<file path="src/rtl/lane_evt_pkg.sv">
// Shared defaults and helpers for the lane debounce / event FIFO slice.
// Lane index width is derived from the lane count.
package lane_evt_pkg;

  localparam int DEB_CYCLES_DEF = 4;
  localparam int DEPTH_DEF      = 4;

  function automatic int lane_w(input int p);
    return (p > 1) ? $clog2(p) : 1;
  endfunction

endpackage

</file>
<file path="src/rtl/lane_debounce.sv">
// One lane: 2-flop synchroniser followed by a run-length debouncer.
// chg is high on the cycle lvl is about to take the new level.
module lane_debounce
  import lane_evt_pkg::*;
#(
  parameter int DEB_CYCLES = DEB_CYCLES_DEF
) (
  input  logic clk,
  input  logic rst_n,
  input  logic d,
  output logic lvl,
  output logic chg
);

  localparam int CW = $clog2(DEB_CYCLES + 1);
  localparam logic [CW-1:0] LAST = CW'(DEB_CYCLES - 1);

  logic          meta;
  logic          s;
  logic [CW-1:0] cnt;

  assign chg = (s != lvl) && (cnt == LAST);

  always_ff @(posedge clk or negedge rst_n) begin
    if (!rst_n) begin
      meta <= 1'b0;
      s    <= 1'b0;
    end else begin
      meta <= d;
      s    <= meta;
    end
  end

  always_ff @(posedge clk or negedge rst_n) begin
    if (!rst_n) begin
      cnt <= '0;
      lvl <= 1'b0;
    end else if (s == lvl) begin
      cnt <= '0;
    end else if (chg) begin
      lvl <= s;
      cnt <= '0;
    end else begin
      cnt <= cnt + 1'b1;
    end
  end

endmodule

</file>
<file path="src/rtl/lane_debounce_fifo.sv">
// Per-lane debounce, round-robin change arbiter and show-ahead
// event FIFO carrying {lane, level} to the downstream lane logic.
module lane_debounce_fifo
  import lane_evt_pkg::*;
#(
  parameter  int P          = 1,
  parameter  int DEB_CYCLES = DEB_CYCLES_DEF,
  parameter  int DEPTH      = DEPTH_DEF,
  localparam int LW         = lane_w(P)
) (
  input  logic          clk,
  input  logic          rst_n,
  input  logic [P-1:0]  d,
  output logic [P-1:0]  lvl,
  output logic          evt_valid,
  input  logic          evt_ready,
  output logic [LW-1:0] evt_lane,
  output logic          evt_level,
  output logic          overflow,
  input  logic          clr_overflow
);

  localparam int AW   = $clog2(DEPTH);
  localparam int CNTW = AW + 1;
  localparam logic [CNTW-1:0] FULL_CNT = CNTW'(DEPTH);

  typedef struct packed {
    logic [LW-1:0] lane;
    logic          level;
  } evt_t;

  logic [P-1:0]    chg;
  logic [P-1:0]    pend;
  logic [P-1:0]    pend_nxt;
  logic [LW-1:0]   last;
  logic [LW-1:0]   gnt_lane;
  logic            gnt;
  logic            pop;
  logic            coal;
  logic [AW-1:0]   wr_ptr;
  logic [AW-1:0]   rd_ptr;
  logic [CNTW-1:0] count;
  evt_t            mem [DEPTH];

  for (genvar i = 0; i < P; i++) begin : g_lane
    lane_debounce #(
      .DEB_CYCLES(DEB_CYCLES)
    ) u_deb (
      .clk  (clk),
      .rst_n(rst_n),
      .d    (d[i]),
      .lvl  (lvl[i]),
      .chg  (chg[i])
    );
  end

  function automatic logic [LW-1:0] rr_idx(
    input logic [LW-1:0] base,
    input int            k
  );
    return LW'((int'(base) + 1 + k) % P);
  endfunction

  // Full is judged on the registered count, so a pop never frees a slot early.
  always_comb begin
    gnt      = 1'b0;
    gnt_lane = '0;
    if (count < FULL_CNT) begin
      for (int k = 0; k < P; k++) begin
        if (!gnt && pend[rr_idx(last, k)]) begin
          gnt      = 1'b1;
          gnt_lane = rr_idx(last, k);
        end
      end
    end
  end

  // A fresh change beats the grant clear; it only counts as lost if not granted.
  always_comb begin
    pend_nxt = pend;
    coal     = 1'b0;
    for (int i = 0; i < P; i++) begin
      if (chg[i]) begin
        pend_nxt[i] = 1'b1;
        if (pend[i] && !(gnt && gnt_lane == LW'(i))) begin
          coal = 1'b1;
        end
      end else if (gnt && gnt_lane == LW'(i)) begin
        pend_nxt[i] = 1'b0;
      end
    end
  end

  always_ff @(posedge clk or negedge rst_n) begin
    if (!rst_n) begin
      pend     <= '0;
      last     <= LW'(P - 1);
      overflow <= 1'b0;
    end else begin
      pend <= pend_nxt;
      if (gnt) begin
        last <= gnt_lane;
      end
      if (coal) begin
        overflow <= 1'b1;
      end else if (clr_overflow) begin
        overflow <= 1'b0;
      end
    end
  end

  assign evt_valid = (count != '0);
  assign pop       = evt_valid && evt_ready;
  assign evt_lane  = mem[rd_ptr].lane;
  assign evt_level = mem[rd_ptr].level;

  always_ff @(posedge clk or negedge rst_n) begin
    if (!rst_n) begin
      wr_ptr <= '0;
      rd_ptr <= '0;
      count  <= '0;
      for (int j = 0; j < DEPTH; j++) begin
        mem[j] <= '0;
      end
    end else begin
      if (gnt) begin
        mem[wr_ptr] <= evt_t'{lane: gnt_lane, level: lvl[gnt_lane]};
        wr_ptr      <= wr_ptr + 1'b1;
      end
      if (pop) begin
        rd_ptr <= rd_ptr + 1'b1;
      end
      case ({gnt, pop})
        2'b10:   count <= count + 1'b1;
        2'b01:   count <= count - 1'b1;
        default: count <= count;
      endcase
    end
  end

endmodule

</file>
<file path="config.mk">
export PLATFORM = sky130hd
export DESIGN_NAME = lane_debounce_fifo
export DESIGN_NICKNAME = d
export VERILOG_FILES = /design/src/rtl/lane_evt_pkg.sv /design/src/rtl/lane_debounce.sv /design/src/rtl/lane_debounce_fifo.sv
export SDC_FILE = /design/constraint.sdc
export NUM_CORES = 1
export LEC_CHECK = 0
export ABC_AREA = 1
export CAP_MARGIN = 10
export CORE_MARGIN = 2
export CORE_UTILIZATION = 35
export CTS_BUF_LIST = sky130_fd_sc_hd__clkbuf_8
export DETAILED_ROUTE_END_ITERATION = 12
export SYNTH_ARGS = -nofsm -noshare
export SYNTH_HDL_FRONTEND = slang
export SYNTH_SLANG_ARGS = --single-unit
</file>
<file path="constraint.sdc">
create_clock -name clk -period 2.74 [get_ports clk]
set_clock_uncertainty 0.05 [all_clocks]
set_input_delay 0.548 -clock clk [delete_from_list [all_inputs] [get_ports clk]]
set_output_delay 0.548 -clock clk [all_outputs]
set_load 0.1 [all_outputs]
</file>
==> qor.yml <==
placed_design:
  place.gp.congestion: 0.731
  io_buffers: 8
  dp_hpwl_mm: 1.04
  preCtsSetupSlack_ns: 0.506
  post-place-cells: 146
clocking:
  path_clk_slew_ns: 0.07
  cts-resized-gates: 0
  post_cts_buffers: 0
  cts_buffers: 3
  clkLatencyLatePin_ns: 0.26
  hold_buffers: 0
  root_buffer: "clkbuf_8"
  clockBufferDepth: 2
  cts_sinks: 19
  cts.htree.levels: 1
  cts_tree: "built"
cells_and_area:
  area_growth_pct: 16.4
  diodes: 0
  drive_gt1_frac: 0.108
  layoutNonFillerInstCount: 150
  nNetsFinal: 133
synth:
  yosysSeqAreaShare: 0.508
  synthCells: 108
  synth-main-ff-cell: "dfrtp_1"
  yosys_register_bits: 19
  yosys_warnings: 0
  synth_nets: 120
  async_flop_share: 1.00
  synth_edf_count: 0
  syn-cell-area_um2: 936
  syn-mean-instance-area_um2: 8.67
  yosysUniqueCellTypes: 20
floorplan:
  floorplan.die_area_mm2: 0.00310
  core_mm2: 0.00250
  die_h_um: 55.7
  io_pins: 10
  core.rowCount: 18
  start_util: 0.374
  die_w_um: 55.7
worst_setup_path:
  critPathBufInv: 3
  worstSetupEndpointType: "flop"
  crit_arrival_ns: 2.05
  path_class: "in2reg"
  cp-start-kind: "input port"
  critPathSlowestCell: "clkdlybuf4s50_1"
  critPathMaxStageDelay_ns: 0.51
  cp.required_ns: 2.85
  cp_top_family: "buffers and inverters"
  path_max_fanout: 3
  path_common_cell: "nand2_1"
  cp_cell_sequence: "clkdlybuf4s50_1 -> nand2_2 -> inv_1 -> ha_1 -> inv_1 -> fa_1 -> nand2_1 -> nand3_1 -> nand2_1 -> nand2_1"
timing:
  fin_setup_tns_ns: 0
  setup_viol: 0
  rsz0062_at_grt: "false"
  final_hold_viol_count: 0
  period_share: 0.710
  fin_crit_ns: 1.95
  fmax_ghz: 0.514
  fin_ws_ns: 0.793
  slew_violations: 0
global_routing:
  grt_pass1_wl_mm: 2.61
  grt_antenna_before_repair: 0
  grt_pass1_vias: 656
  grt_max_degree: 20
  groute.usage.overall: 0.106
  grt_remaining_overflow: 0
routing:
  dr_total_vias: 670
  drt-wirelength-per-cell_um: 9.27
  postRouteAntennaNets: 0
  postRouteWirelength_mm: 1.39
  viasPerCell: 4.47
  drc: 0
  firstDrtPassIters: 4
  drt_first_iter_violations: 13
min_path:
  hold_class: "reg2reg"
run:
  max-cap-violations: 0
power_and_ir_drop:
  cellPowerDensity_mw_per_mm2: 1100
  leakagePower_uw: 0.000581
  irDropWorstVdd_v: 0.000641
status:
  status: "finished clean"
-- cells in the mapped netlist (2+ instances only) --
master	count	area [um2]
nand3_1	4	20.0
o211ai_1	2	15.0
nor2_1	4	15.0
nand2_1	34	128
inv_1	20	75.1
o21ai_1	4	20.0
dfrtp_1	19	475
ha_1	6	75.1
o21ai_0	4	20.0
-- flip-flops by register name, indices dropped and copies added (netlist names) --
signal             cells
overflow               1
wr_ptr                 2
count                  3
mem                    4
g_lane.u_deb.lvl       1
rd_ptr                 2
g_lane.u_deb.cnt       3
g_lane.u_deb.s         1
g_lane.u_deb.meta      1
pend                   1
-- final cells by class --
type / instances / area (um2)
multi-input combinational: 67 / 374
inverter: 21 / 78.8
clock buffer: 3 / 41.3
clock inverter: 1 / 5.00
fill: 251 / 1410
timing repair buffer: 9 / 77.6
sequential: 19 / 475
tap: 30 / 37.5
-- path summary, 6_finish.rpt --
kind                                            from                     end  slack [ns]  cells past startpoint
worst max-delay path                       evt_ready                count[2]        0.79                     10
worst min-delay path            g_lane[0].u_deb.meta       g_lane[0].u_deb.s        0.31                      0
worst max register to register              count[2]                count[2]        0.99                     11
worst min register to register  g_lane[0].u_deb.meta       g_lane[0].u_deb.s        0.31                      0
max in group asynchronous                      rst_n  g_lane[0].u_deb.cnt[2]        1.87                      2
min in group asynchronous                      rst_n                count[2]        0.57                      2
-- kinds of logic after synthesis --
kind of cell / after synthesis / synth area share
flip-flops: 19 / 0.508
AND/OR/NAND/NOR: 47 / 0.217
adder cells (fa/ha/maj): 7 / 0.102
AO/OA/AOI/OAI: 10 / 0.0588
buffers and inverters: 22 / 0.0922
XOR/XNOR: 2 / 0.0187
other: 1 / 0.00401
-- cells in the final DEF, fill, tap and decap left out --
master,instances
dfrtp_1,19
nor2_4,1
inv_2,1
fa_1,1
ha_1,6
nor2_1,4
or2_1,1
clkdlybuf4s50_1,4
xor2_1,1
nand2_1,34
o21ai_1,4
o21ai_0,4
nand2_2,1
o211ai_1,2
nand3_1,4
nand4_1,1
xnor2_1,1
clkbuf_8,3
conb_1,1
buf_4,5
nand3_2,1
inv_1,20
clkinv_2,1
-- power by group --
part | switching (uW) | internal, uW
Sequential | 63.8 | 366
Combinational | 405 | 162
Clock | 96.2 | 101
-- layer usage --
layer / track usage / part of all wire / up-vias
met4: 0.0767 / 0.032 / 0
li1: - / - / 347
met5: 0 / 0 / -
met1: 0.119 / 0.51 / 305
met2: 0.172 / 0.42 / 13
met3: 0.0279 / 0.042 / 5
-- through the flow --
stage,util,area (um2),hold slack [ns],power [uW]
6_report,0.436,1090,0.312,1190
5_1_grt,0.436,1090,0.322,1300
4_1_cts,0.436,1090,0.315,1220
3_5_place_dp,0.417,1040,0.288,1010
3_3_place_gp,0.417,1040,0.287,999
2_1_floorplan,-,936,0.202,892
No activity file was read; power rests on OpenSTA's default activity.
